**src/rtl/seq_detect_moore_param.sv**
```systemverilog
// rtl/seq_detect_moore_param.sv - Parametrised Moore serial sequence detector with loadable pattern
//
// Ports:
//   clk          in   1      clock, rising edge
//   rst          in   1      synchronous, active-high reset
//   en           in   1      sample enable; data_in consumed only when en=1
//   data_in      in   1      serial input bit
//   pat_load     in   1      load pat_in as the active pattern (restarts matching)
//   pat_in       in   PAT_W  new pattern, MSB is the first bit received
//   cnt_clr      in   1      clear match_count
//   match        out  1      high while the full pattern is matched (decoded from state)
//   match_count  out  CNT_W  saturating count of match entries
//   state        out  ST_W   number of pattern bits currently matched (0..PAT_W)

module seq_detect_moore_param #(
    parameter int               PAT_W   = 5,
    parameter logic [PAT_W-1:0] PATTERN = 5'b11011,
    parameter bit               OVERLAP = 1'b1,
    parameter int               CNT_W   = 8,
    localparam int              ST_W    = $clog2(PAT_W + 1)
) (
    input  logic             clk,
    input  logic             rst,
    input  logic             en,
    input  logic             data_in,
    input  logic             pat_load,
    input  logic [PAT_W-1:0] pat_in,
    input  logic             cnt_clr,
    output logic             match,
    output logic [CNT_W-1:0] match_count,
    output logic [ST_W-1:0]  state
);

    // S is at most PAT_W+1 bits long (full match plus the new bit).
    localparam int SW = PAT_W + 1;

    logic [PAT_W-1:0] pat_q;
    logic [ST_W-1:0]  state_q;
    logic [ST_W-1:0]  state_d;
    logic [ST_W-1:0]  kmp_next;
    logic [CNT_W-1:0] cnt_q;
    logic             inc;

    // Failure-function-free KMP step: build S = (first k pattern bits, b) as a
    // number with b in the LSB, then keep the longest j whose low j bits equal
    // the top j pattern bits. Evaluated directly against the pattern register
    // so a freshly loaded pattern needs no precomputed table.
    always_comb begin
        int            k;
        int            best;
        logic [SW-1:0] s_val;
        logic [SW-1:0] mask;
        logic [SW-1:0] pre;

        k = int'(state_q);
        if (!OVERLAP && k == PAT_W) begin
            k = 0;
        end
        best  = 0;
        s_val = '0;
        mask  = '0;
        pre   = '0;
        if (k <= PAT_W) begin
            s_val = {pat_q >> (PAT_W - k), data_in};
            for (int j = 1; j <= PAT_W; j++) begin
                if (j <= k + 1) begin
                    mask = (SW'(1) << j) - SW'(1);
                    pre  = SW'(pat_q >> (PAT_W - j));
                    if ((s_val & mask) == pre) begin
                        best = j;
                    end
                end
            end
        end
        kmp_next = ST_W'(best);
    end

    always_comb begin
        state_d = state_q;
        inc     = 1'b0;
        if (pat_load) begin
            state_d = '0;
        end else if (int'(state_q) > PAT_W) begin
            // Unreachable encodings recover to the idle state.
            state_d = '0;
        end else if (en) begin
            state_d = kmp_next;
            inc     = (kmp_next == ST_W'(PAT_W));
        end
    end

    always_ff @(posedge clk) begin
        if (rst) begin
            state_q <= '0;
            pat_q   <= PATTERN;
            cnt_q   <= '0;
        end else begin
            state_q <= state_d;
            if (pat_load) begin
                pat_q <= pat_in;
            end
            // A match entry in the same cycle as a clear is not lost.
            if (cnt_clr) begin
                cnt_q <= inc ? CNT_W'(1) : '0;
            end else if (inc && cnt_q != '1) begin
                cnt_q <= cnt_q + CNT_W'(1);
            end
        end
    end

    assign match       = (state_q == ST_W'(PAT_W));
    assign match_count = cnt_q;
    assign state       = state_q;

endmodule

```
**config.mk**
```make
export PLATFORM = sky130hd
export DESIGN_NAME = seq_detect_moore_param
export DESIGN_NICKNAME = d
export VERILOG_FILES = /design/src/rtl/seq_detect_moore_param.sv
export SDC_FILE = /design/constraint.sdc
export NUM_CORES = 1
export LEC_CHECK = 0
export ABC_CLOCK_PERIOD_IN_PS = 2800
export CAP_MARGIN = 5
export CORE_MARGIN = 4
export CORE_UTILIZATION = 31
export DETAILED_ROUTE_END_ITERATION = 12
export PLACE_DENSITY = 0.58
export SLEW_MARGIN = 25
export SYNTH_ARGS = -nofsm -noshare
export SYNTH_HDL_FRONTEND = slang
export SYNTH_SLANG_ARGS = --single-unit
```
**constraint.sdc**
```tcl
create_clock -name clk -period 2.8 [get_ports clk]
set_input_delay 0.56 -clock clk [delete_from_list [all_inputs] [get_ports clk]]
set_output_delay 0.56 -clock clk [all_outputs]
set_load 0.005 [all_outputs]
```
==> results.sh <==
export IMPL_gr_total_overflow=0
export IMPL_start_util_pct=33.0
export IMPL_grtUsageTotal_pct=14.3
export IMPL_place_congestion=0.921
export IMPL_synthDistinctLibCells=50
export IMPL_worst_pin_slew_ns=0.546
export IMPL_setup_slack_ns=0.109
export IMPL_cts_hold_buf=0
export IMPL_cp_arrival_ns=2.87
export IMPL_core_um2=4140
export IMPL_tritoncts="built"
export IMPL_path_max_fanout=8
export IMPL_ys_async_sr_fraction_pct=0
export IMPL_period_share_pct=96.1
export IMPL_yosys_cell_count_top_type="dfxtp_1"
export IMPL_hold_viol=0
export IMPL_crit_path_end_kind="register"
export IMPL_fin_hold_ws_ns=0.476
export IMPL_yosysSeqAreaShare_pct=23.4
export IMPL_r2r_start="state[1]"
export IMPL_outcome="completed"
export IMPL_reg2reg_setup_slack_ns=0.11
export IMPL_crit_start="state[1]"
export IMPL_cts_root_buf="clkbuf_8"
export IMPL_cp_start_kind="register"
export IMPL_clock_fmax_mhz=372
export IMPL_grt_pass1_vias=1371
export IMPL_drive_above_1_share_pct=20.6
export IMPL_nets=223
export IMPL_synth_top_cells_by_count="16 x dfxtp_1, 12 x a21oi_1, 12 x nand2_1"
export IMPL_antenna_found_initial=0
export IMPL_reg2reg_to="match_count[2]"
export IMPL_crit_chain="inv_2, ha_4, or3b_4, o32ai_4, xor2_2, or3_4, buf_4, or4_1, a21oi_1"
export IMPL_synth_edf_count=0
export IMPL_cts_buffer_depth=2
export IMPL_row_count=23
export IMPL_ant_nets=0
export IMPL_wirelength_mm=3.89
export IMPL_syn_inst=170
export IMPL_synth_seq_cells=16
export IMPL_hp_class="register to register"
export IMPL_vias_per_cell=5.66
export IMPL_dr_pass1_iters=4
export IMPL_fin_crit_ns=2.69
export IMPL_clk_pin_slew_worst_paths_ns=0.06
export IMPL_avgRoutedWirePerCell_um=15.3
export IMPL_setup_viol=0
export IMPL_syn_area_um2=1370
export IMPL_drc_errors=0
export IMPL_cts_buffers=3
export IMPL_r2r_cells=9
export IMPL_cap_violations=0
export IMPL_io_pins=23
export IMPL_first_iter_violations=54
export IMPL_die_w_um=74.4
export IMPL_crit_path_max_incr_delay_ns=0.43
export IMPL_synth_area_top_cells="dfxtp_1 23%, mux2i_1 6.6%, ha_1 6.4%"
export IMPL_p_per_area_nw_per_um2=461
export IMPL_syn_avg_cell_area_um2=8.04
export IMPL_seq_area_um2=325
export IMPL_required_ns=2.98
export IMPL_area_delta_synth_final_pct=35.8
export IMPL_place_hpwl_mm=3.06
export IMPL_h_tree_depth=1
export IMPL_yosys_warnings=0
export IMPL_synthesis_nets=188
export IMPL_clk_latency_ns=0.25
export IMPL_path_class="register to register"
export IMPL_peakVddDrop_mv=0.312
export IMPL_netlist_area_leader_share_pct=23.4
export IMPL_cts_sinks=16
export IMPL_synth_largest_area_cell="dfxtp_1"
export IMPL_leakage_uw=0.000664
export IMPL_n_antenna_cell=0
export IMPL_hp_start="match_count[5]"
export IMPL_yosys_most_used_dff="dfxtp_1"
export IMPL_min_delay_path_depth=2
export IMPL_multi_input_area_um2=1020
export IMPL_rsz0062_at_grt="no"
export IMPL_grt_max_degree=14
export IMPL_finalMaxSlewViolations=0
export IMPL_cpMaxStageDelayCell="or3_4"
export IMPL_grt_pass1_wl_mm=6.36
export IMPL_holdPathEnd="match_count[5]"
export IMPL_fp_dieArea_um2=5530
export IMPL_clock_skew_ns=0.000632
export IMPL_portBuffers=22
export IMPL_slew_limit_headroom_pct=63.5
export IMPL_n_fill_cell=422
export IMPL_place_ws_ns=-0.0385
export IMPL_vias=1438
export IMPL_die_height_um=74.4
[cell families (layout without fill, tap and decap cells)]
group | count (synthesis) | after routing | share of synthesized area, %
xor gates and xnor gates | 8 | 8 | 5.13
buffers and inverters | 21 | 54 | 7.33
muxes | 10 | 10 | 7.69
AOI/OAI and AO/OA | 48 | 48 | 25.2
DFF | 16 | 16 | 23.4
and+or+nand+nor | 60 | 61 | 24.8
adders and majority gates | 7 | 7 | 6.41
[how the worst max path moves through the flow]
stage,to,cells after the start
6_report,match_count[2],9
5_1_grt,match_count[2],9
4_1_cts,match_count[4],8
3_5_place_dp,match_count[4],7
3_3_place_gp,match_count[4],7
2_1_floorplan,match_count[2],10
[layout by cell type, fill, tap and decap left out, types with 6 or more instances in the layout]
master,instances
mux2i_1,9
buf_4,18
nor2_1,9
a21oi_1,10
nand2_1,12
o211ai_1,6
clkdlybuf4s50_1,22
nand3_1,9
inv_1,9
dfxtp_1,14
[state kept, by name, indices dropped and copies added, names as in the netlist]
register     count
match_count      8
pat_q            5
state            3
[layout make-up]
| cell class | count | area share, % |
|---|---|---|
| clock buffers | 4 | 2.97 |
| inverters | 10 | 2.02 |
| multi-input cells | 134 | 55.0 |
| flip-flops and latches | 16 | 17.5 |
| well taps | 50 | 3.37 |
| repair buffers | 40 | 19.2 |
[power by group]
part	total (uW)	internal [uW]	switching, uW
Sequential	263	242	20.5
Clock	201	125	76.2
Combinational	391	175	216
Total	855	542	313
[critical path, delay by kind of cell (launching register included)]
kind                       cells  cell delay, ns
AOI/OAI and AO/OA              2            0.40
xor gates and xnor gates       1            0.14
adders and majority gates      1            0.26
buffers and inverters          2            0.21
DFF                            1            0.37
and+or+nand+nor                3            1.24
[through the flow]
step / std cells / area [um^2] / total power [uW] / setup TNS, ns / utilization, %
2_1_floorplan: 170 / 1400 / 541 / 0 / -
3_3_place_gp: 245 / 1720 / 629 / 0 / 41.5
3_5_place_dp: 245 / 1720 / 641 / -0.0458 / 41.5
4_1_cts: 249 / 1780 / 845 / 0 / 42.9
5_1_grt: 254 / 1860 / 913 / 0 / 44.8
6_report: 254 / 1860 / 855 / 0 / 44.8
[repair_timing]
action | in CTS | in global routing
gates cloned | 0 | 1
setup buffers | 0 | 4
pin swaps | 0 | 1
gates resized for setup | 1 | 11
endpoints found under the setup margin | 2 | 6
[metal layers]
metal	vias up	GRT usage (%)	routed length [um]
li1	706	-	-
met4	0	2.96	76
met2	38	24.9	1940
met1	686	18.1	1690
met5	-	0	0
met3	8	2.97	193
Power figures use the tool's default switching activity.
